File: src/rtl/ps2_pkg.sv
// Shared constants and types for the PS/2 keyboard front end.
package ps2_pkg;

  // Scan-code prefix bytes
  localparam logic [7:0] PS2_EXT   = 8'hE0;
  localparam logic [7:0] PS2_BRK   = 8'hF0;
  localparam logic [7:0] PS2_PAUSE = 8'hE1;

  // Bit positions inside the 10-bit event word {brk,ext,code[7:0]}
  localparam int EV_BRK = 9;
  localparam int EV_EXT = 8;

  // Frame receiver states
  typedef enum logic [1:0] {
    IDLE  = 2'd0,
    RECV  = 2'd1,
    CHECK = 2'd2
  } rx_state_t;

endpackage

File: src/rtl/ps2_rx_frame.sv
// PS/2 frame receiver: input synchroniser, clock glitch filter, 11-bit frame
// FSM with inter-bit timeout. Emits one-cycle rx_valid / frame_err pulses.
//
// state | meaning
// IDLE  | waiting for a falling PS/2 clock with data low (start bit)
// RECV  | shifting in data[7:0], parity, stop; timeout armed
// CHECK | one cycle: verify stop and odd parity, then back to IDLE
module ps2_rx_frame
  import ps2_pkg::*;
#(
  parameter int SYNC_STAGES = 2,
  parameter int FILTER_CYC  = 8,
  parameter int TIMEOUT_CYC = 500000
) (
  input  logic       clock_50,
  input  logic       RESET,
  input  logic       PS2_CLOCK,
  input  logic       PS2_DATA,
  output logic       rx_valid,
  output logic [7:0] rx_byte,
  output logic       frame_err
);

  localparam int FW = $clog2(FILTER_CYC + 1);
  localparam int TW = $clog2(TIMEOUT_CYC + 1);

  logic [SYNC_STAGES-1:0] clk_sync_q, clk_sync_d;
  logic [SYNC_STAGES-1:0] dat_sync_q, dat_sync_d;
  logic                   clk_s, dat_s;
  logic                   filt_q, filt_d;
  logic [FW-1:0]          flt_cnt_q, flt_cnt_d;
  logic                   fall_q, fall_d;

  rx_state_t              state_q;
  logic [3:0]             bitcnt_q;
  logic [9:0]             shreg_q;
  logic [TW-1:0]          tmr_q;
  logic                   rx_valid_q;
  logic [7:0]             rx_byte_q;
  logic                   frame_err_q;

  assign clk_s = clk_sync_q[SYNC_STAGES-1];
  assign dat_s = dat_sync_q[SYNC_STAGES-1];

  // Synchroniser shift and glitch filter: the filtered clock follows the
  // synchronised clock only after FILTER_CYC consecutive differing samples.
  always_comb begin
    clk_sync_d = {clk_sync_q[SYNC_STAGES-2:0], PS2_CLOCK};
    dat_sync_d = {dat_sync_q[SYNC_STAGES-2:0], PS2_DATA};
    filt_d     = filt_q;
    flt_cnt_d  = FW'(FILTER_CYC - 1);
    fall_d     = 1'b0;
    if (clk_s != filt_q) begin
      if (flt_cnt_q == '0) begin
        filt_d = clk_s;
        fall_d = ~clk_s;
      end else begin
        flt_cnt_d = flt_cnt_q - 1'b1;
      end
    end
  end

  // Input path registers; lines idle high.
  always_ff @(posedge clock_50 or posedge RESET) begin
    if (RESET) begin
      clk_sync_q <= '1;
      dat_sync_q <= '1;
      filt_q     <= 1'b1;
      flt_cnt_q  <= FW'(FILTER_CYC - 1);
      fall_q     <= 1'b0;
    end else begin
      clk_sync_q <= clk_sync_d;
      dat_sync_q <= dat_sync_d;
      filt_q     <= filt_d;
      flt_cnt_q  <= flt_cnt_d;
      fall_q     <= fall_d;
    end
  end

  // Frame FSM with timeout down-counter; bits land LSB first so after the
  // stop bit shreg holds {stop, parity, data[7:0]}.
  always_ff @(posedge clock_50 or posedge RESET) begin
    if (RESET) begin
      state_q     <= IDLE;
      bitcnt_q    <= '0;
      shreg_q     <= '0;
      tmr_q       <= '0;
      rx_valid_q  <= 1'b0;
      rx_byte_q   <= '0;
      frame_err_q <= 1'b0;
    end else begin
      rx_valid_q  <= 1'b0;
      frame_err_q <= 1'b0;
      case (state_q)
        IDLE: begin
          if (fall_q && !dat_s) begin
            state_q  <= RECV;
            bitcnt_q <= 4'd1;
            tmr_q    <= TW'(TIMEOUT_CYC - 1);
          end
        end
        RECV: begin
          if (fall_q) begin
            shreg_q  <= {dat_s, shreg_q[9:1]};
            bitcnt_q <= bitcnt_q + 4'd1;
            tmr_q    <= TW'(TIMEOUT_CYC - 1);
            if (bitcnt_q == 4'd10) state_q <= CHECK;
          end else if (tmr_q == '0) begin
            state_q     <= IDLE;
            frame_err_q <= 1'b1;
          end else begin
            tmr_q <= tmr_q - 1'b1;
          end
        end
        CHECK: begin
          state_q <= IDLE;
          if (shreg_q[9] && (^shreg_q[8:0])) begin
            rx_valid_q <= 1'b1;
            rx_byte_q  <= shreg_q[7:0];
          end else begin
            frame_err_q <= 1'b1;
          end
        end
        default: state_q <= IDLE;
      endcase
    end
  end

  assign rx_valid  = rx_valid_q;
  assign rx_byte   = rx_byte_q;
  assign frame_err = frame_err_q;

endmodule

File: src/rtl/ps2_key_tracker.sv
// PS/2 keyboard front end: frame receiver, make/break/E0 decoder, held-key
// flag table and an ordered event FIFO with registered head outputs.
module ps2_key_tracker
  import ps2_pkg::*;
#(
  parameter int                    NUM_KEYS    = 4,
  parameter logic [NUM_KEYS*9-1:0] KEY_CODES   = {9'h023, 9'h01B, 9'h01C, 9'h01D},
  parameter int                    SYNC_STAGES = 2,
  parameter int                    FILTER_CYC  = 8,
  parameter int                    TIMEOUT_CYC = 500000,
  parameter int                    FIFO_DEPTH  = 8
) (
  input  logic                clock_50,
  input  logic                RESET,
  input  logic                PS2_CLOCK,
  input  logic                PS2_DATA,
  output logic [NUM_KEYS-1:0] key_flags,
  output logic                ev_valid,
  output logic [9:0]          ev_data,
  input  logic                ev_pop,
  output logic                ev_overflow,
  output logic                frame_err
);

  localparam int AW = $clog2(FIFO_DEPTH);

  logic          rx_valid;
  logic [7:0]    rx_byte;
  logic          rx_frame_err;

  logic          ext_pend_q, ext_pend_d;
  logic          brk_pend_q, brk_pend_d;
  logic          push_req;
  logic [9:0]    ev_new;
  logic [NUM_KEYS-1:0] key_flags_q, key_flags_d;

  logic [9:0]    mem_q [FIFO_DEPTH];
  logic [AW:0]   wr_ptr_q, wr_ptr_d;
  logic [AW:0]   rd_ptr_q, rd_ptr_d;
  logic          fifo_empty, fifo_full;
  logic          pop_ok, push_ok;
  logic          ev_valid_q, ev_valid_d;
  logic [9:0]    ev_data_q, ev_data_d;
  logic          ev_overflow_q, ev_overflow_d;

  ps2_rx_frame #(
    .SYNC_STAGES (SYNC_STAGES),
    .FILTER_CYC  (FILTER_CYC),
    .TIMEOUT_CYC (TIMEOUT_CYC)
  ) u_rx (
    .clock_50  (clock_50),
    .RESET     (RESET),
    .PS2_CLOCK (PS2_CLOCK),
    .PS2_DATA  (PS2_DATA),
    .rx_valid  (rx_valid),
    .rx_byte   (rx_byte),
    .frame_err (rx_frame_err)
  );

  // Prefix tracking and event formation; flags follow every decoded event,
  // including ones the FIFO has to drop.
  always_comb begin
    ext_pend_d  = ext_pend_q;
    brk_pend_d  = brk_pend_q;
    push_req    = 1'b0;
    ev_new      = '0;
    key_flags_d = key_flags_q;
    if (rx_valid) begin
      case (rx_byte)
        PS2_EXT:   ext_pend_d = 1'b1;
        PS2_BRK:   brk_pend_d = 1'b1;
        PS2_PAUSE: begin
          ext_pend_d = 1'b0;
          brk_pend_d = 1'b0;
        end
        default: begin
          push_req        = 1'b1;
          ev_new[7:0]     = rx_byte;
          ev_new[EV_EXT]  = ext_pend_q;
          ev_new[EV_BRK]  = brk_pend_q;
          ext_pend_d      = 1'b0;
          brk_pend_d      = 1'b0;
        end
      endcase
    end
    for (int i = 0; i < NUM_KEYS; i++) begin
      if (push_req && (ev_new[8:0] == KEY_CODES[i*9 +: 9]))
        key_flags_d[i] = ~ev_new[EV_BRK];
    end
  end

  // FIFO control: pop frees a slot in the same cycle a push needs it; the
  // head register bypasses the memory when the new entry becomes the head.
  always_comb begin
    fifo_empty    = (wr_ptr_q == rd_ptr_q);
    fifo_full     = (wr_ptr_q[AW-1:0] == rd_ptr_q[AW-1:0]) && (wr_ptr_q[AW] != rd_ptr_q[AW]);
    pop_ok        = ev_pop && !fifo_empty;
    push_ok       = push_req && (!fifo_full || pop_ok);
    ev_overflow_d = push_req && fifo_full && !pop_ok;
    wr_ptr_d      = wr_ptr_q + {{AW{1'b0}}, push_ok};
    rd_ptr_d      = rd_ptr_q + {{AW{1'b0}}, pop_ok};
    ev_valid_d    = (wr_ptr_d != rd_ptr_d);
    if (push_ok && (wr_ptr_q[AW-1:0] == rd_ptr_d[AW-1:0]))
      ev_data_d = ev_new;
    else
      ev_data_d = mem_q[rd_ptr_d[AW-1:0]];
  end

  // FIFO storage; contents need no reset since the head is gated by ev_valid.
  always_ff @(posedge clock_50) begin
    if (push_ok) mem_q[wr_ptr_q[AW-1:0]] <= ev_new;
  end

  // Decoder, flag and FIFO state registers.
  always_ff @(posedge clock_50 or posedge RESET) begin
    if (RESET) begin
      ext_pend_q    <= 1'b0;
      brk_pend_q    <= 1'b0;
      key_flags_q   <= '0;
      wr_ptr_q      <= '0;
      rd_ptr_q      <= '0;
      ev_valid_q    <= 1'b0;
      ev_data_q     <= '0;
      ev_overflow_q <= 1'b0;
    end else begin
      ext_pend_q    <= ext_pend_d;
      brk_pend_q    <= brk_pend_d;
      key_flags_q   <= key_flags_d;
      wr_ptr_q      <= wr_ptr_d;
      rd_ptr_q      <= rd_ptr_d;
      ev_valid_q    <= ev_valid_d;
      ev_data_q     <= ev_data_d;
      ev_overflow_q <= ev_overflow_d;
    end
  end

  assign key_flags   = key_flags_q;
  assign ev_valid    = ev_valid_q;
  assign ev_data     = ev_data_q;
  assign ev_overflow = ev_overflow_q;
  assign frame_err   = rx_frame_err;

endmodule

File: config.mk
export PLATFORM = sky130hd
export DESIGN_NAME = ps2_key_tracker
export DESIGN_NICKNAME = d
export VERILOG_FILES = /design/src/rtl/ps2_pkg.sv /design/src/rtl/ps2_rx_frame.sv /design/src/rtl/ps2_key_tracker.sv
export SDC_FILE = /design/constraint.sdc
export NUM_CORES = 1
export LEC_CHECK = 0
export CORE_UTILIZATION = 45
export DETAILED_ROUTE_END_ITERATION = 10
export PLACE_DENSITY = 0.67
export SYNTH_ARGS = -nofsm -noshare
export SYNTH_HDL_FRONTEND = slang
export SYNTH_SLANG_ARGS = --single-unit
File: constraint.sdc
create_clock -name clock_50 -period 3.15 [get_ports clock_50]
set_input_delay 0.945 -clock clock_50 [delete_from_list [all_inputs] [get_ports clock_50]]
set_output_delay 0.945 -clock clock_50 [all_outputs]
set_load 0.05 [all_outputs]
==> results.md <==
- Num ports: 22
- Crit path capture type: register
- Crit path max-delay family: multiplexers
- Metal1 wirelength: 5.72 mm
- CP max FO: 8
- Core Region: roughly 15000 µm²
- CTS tree: yes
- Status: complete, no violations
- Highest Signal Layer: met4
- Die W: 127 µm
- FF+latch count, synth: around 160
- CP bufs+invs: 1
- Drt pass-1 iters: 4
- Setup violators final: 0
- Proportion of layout cells with a drive suffix above 1: 27.1%
- IO Port Bufs: 21
- Gpl congestion: 0.824
- Worst Skew: 6.16 ps
- Synth Net Count: roughly 490
- Seq/Total Area, Yosys: 63.1%
- CTS Sinks: approximately 160
- Total die area: between 15000 and 20000 µm²
- Die height: 127 µm
- Crit path cell chain: xor2_1 -> nor3_1 -> a21boi_0 -> ha_1 -> ha_1 -> buf_4 -> mux4_2 -> mux2_2 -> mux2_2
- WL per Instance: 18.1 µm
- Initial antenna violation count: 0
- Critical Path AT: 3200 ps
- Setup Buffers After CTS: 0
- Peak supply drop: 0.000627 V
- Detailed placement HPWL: 8.74 mm
- Number of max-cap violations: 0
- Leak pwr: 3.44 nW
- Cts hold-fix bufs: 0
- GRT Util Overall: 18.1%
- Inserted Diodes: 0
- Syn avg cell area: about 15 µm²
- Period minus WS final: 2890 ps
- ANT nets after route: 0
- Top FF cell, synth: edfxtp_1
- Mapped Area: 7040 µm²
- Max Slew Vio Count: 0
- Worst-Margin Slew: 542 ps
- Library cells used by synthesis: 65
- First-pass GRT wire length: 21.8 mm
- Clock Tree Buf Depth: 2
- Met3 WL: 344 µm
- WP data required: 3460 ps
- Synth Instances: 470
- Worst hold path type: reg -> reg
- Fmax: 0.346 GHz
- Vias: 4049
- Fin nets: between 500 and 600
- Fin cells: 720
- Number of global-route vias before repair: ~4100
- Placed Cells: 688
- Cells resized by post-CTS repair: 0
- Total power draw: 6.31 mW
- Final Hold Violating Endpoints: 0
- Yosys warning total: 0
- Global route overflow: 0
- Via density per instance: 5.62
- Later-pin clock latency in the skew report: 420 ps
- Root buffer cell: clkbuf_16
- Clock-pin slew on the worst setup and hold paths: 60 ps
- Pwr/cell area: 758 nW/µm²
- Largest net degree at the start of global routing: 33
- Startpoint Class: register
- Largest stage delay, worst path: between 400 and 500 ps
- Metal2 WL: 6.76 mm
- CP max-delay cell: dfrtp_1
- Drc violations: 0
- Fin crit share: 91.8%
- WS Path Type: reg -> reg
- Total wire length: 13.1 mm
- Row cnt: 45
- CTS Buf Count: 17
- Setup slack, reg-to-reg: approximately 260 ps
- EDFF count, synth: 80
- Area Overhead vs Synth: 18.3%
- Unrepaired setup endpoints after global routing: false
- Post-synth ARST share: 50.3%
- CTS HTree Levels: 4
- Initial Utilization: 46.3%
- Iter 0 DRT Violations: 351
- Relative slew slack: a little under two thirds
## sequential cells by signal (all words and copies together) (netlist names), 2 cells and up
signal           flops
ev_data             10
key_flags            4
mem_q               80
rd_ptr_q             4
u_rx.bitcnt_q        4
u_rx.clk_sync_q      2
u_rx.dat_sync_q      2
u_rx.flt_cnt_q       4
u_rx.rx_byte         8
u_rx.shreg_q        10
u_rx.state_q         2
u_rx.tmr_q          19
wr_ptr_q             4
## cell families (layout without fill, tap and decap cells)
group / Yosys count / count (layout) / synth area share (%)
compound gates: 54 / 54 / 5.55
buf+inv: 35 / 97 / 2.33
fa+ha+maj: 12 / 12 / 2.13
xor+xnor: 28 / 28 / 3.68
simple gates: 115 / 115 / 9.66
mux: 65 / 65 / 13.6
flops: 161 / 161 / 63.1
## Yosys cell counts, types with 3 or more instances
| cell type | n | share of area [%] |
|---|---|---|
| and2_1 | 10 | 0.89 |
| or3_1 | 5 | 0.44 |
| xor2_1 | 15 | 1.9 |
| nor3b_1 | 4 | 0.43 |
| buf_1 | 3 | 0.16 |
| nor2_1 | 16 | 0.85 |
| dfstp_2 | 8 | 3.0 |
| nor3_1 | 7 | 0.50 |
| mux2_2 | 42 | 6.7 |
| buf_2 | 4 | 0.28 |
| mux4_2 | 20 | 6.4 |
| xnor2_1 | 12 | 1.5 |
| o21a_1 | 6 | 0.64 |
| or4_1 | 8 | 0.85 |
| dfrtp_1 | 73 | 26 |
| ha_1 | 12 | 2.1 |
| nand3_1 | 10 | 0.71 |
| clkbuf_1 | 8 | 0.43 |
| o21ai_0 | 9 | 0.64 |
| o31ai_1 | 7 | 0.75 |
| a21oi_1 | 9 | 0.64 |
| inv_1 | 16 | 0.85 |
| nor4_1 | 6 | 0.53 |
| mux2i_1 | 3 | 0.43 |
| nand2_1 | 22 | 1.2 |
| edfxtp_1 | 80 | 34 |
| or4_4 | 3 | 0.48 |
## metal layers
metal | GRT usage [%] | vias up
met1 | 23.2 | 2088
met4 | 7.49 | 0
met3 | 3.60 | 19
li1 | - | 1883
met5 | 0 | -
met2 | 30.3 | 59
## power by group
part,leakage (nW),internal [mW],switching (mW)
sequential,1.92,2.35,0.139
combinational,1.20,0.758,0.750
clock,0.320,1.53,0.785
## metrics by stage
stage,setup TNS [ps],hold WS [ps],worst slack (ps),utilization (%),area (µm²)
detailed placement,-992,347,-129,50.3,7650
global route,0,362,130,54.7,8320
floorplan,0,345,99.1,-,7040
finish,0,358,258,54.7,8320
global placement,-675,348,-77.7,50.3,7650
CTS,0,359,248,54.7,8320
## area by class of cell
type / count / area (µm²)
clock buffer: 22 / 464
clock inverter: 10 / 205
fill: 1206 / 6880
inverter: 16 / 61.3
multi-input combinational: 274 / 2440
sequential: 161 / 4440
tap: 188 / 235
timing repair buffer: 49 / 470
## worst paths after layout
check / from / endpoint / cells past startpoint
max in group asynchronous: RESET / ev_data[5] / 3
worst max-delay path: rd_ptr_q[2] / ev_data[8] / 9
worst max register to register: rd_ptr_q[2] / ev_data[8] / 9
min in group asynchronous: RESET / u_rx.rx_byte[2] / 2
worst min register to register: u_rx.clk_sync_q[0] / u_rx.clk_sync_q[1] / 0
worst min-delay path: u_rx.clk_sync_q[0] / u_rx.clk_sync_q[1] / 0
## placed cells by master, fill, tap and decap left out, drive strengths merged, types with 4 or more instances in the layout
cell type	instances
edfxtp	80
dfrtp	73
mux2	42
buf	28
nand2	22
clkbuf	22
clkdlybuf4s50	21
mux4	20
nor2	16
xor2	15
inv	15
or4	13
xnor2	12
ha	12
nand3	10
and2	10
o21ai	10
a21oi	9
dfstp	8
nor3	8
o31ai	7
nor4	7
o21a	6
bufinv	6
or3	6
nor3b	4
No activity file was read; power rests on OpenSTA's default activity.
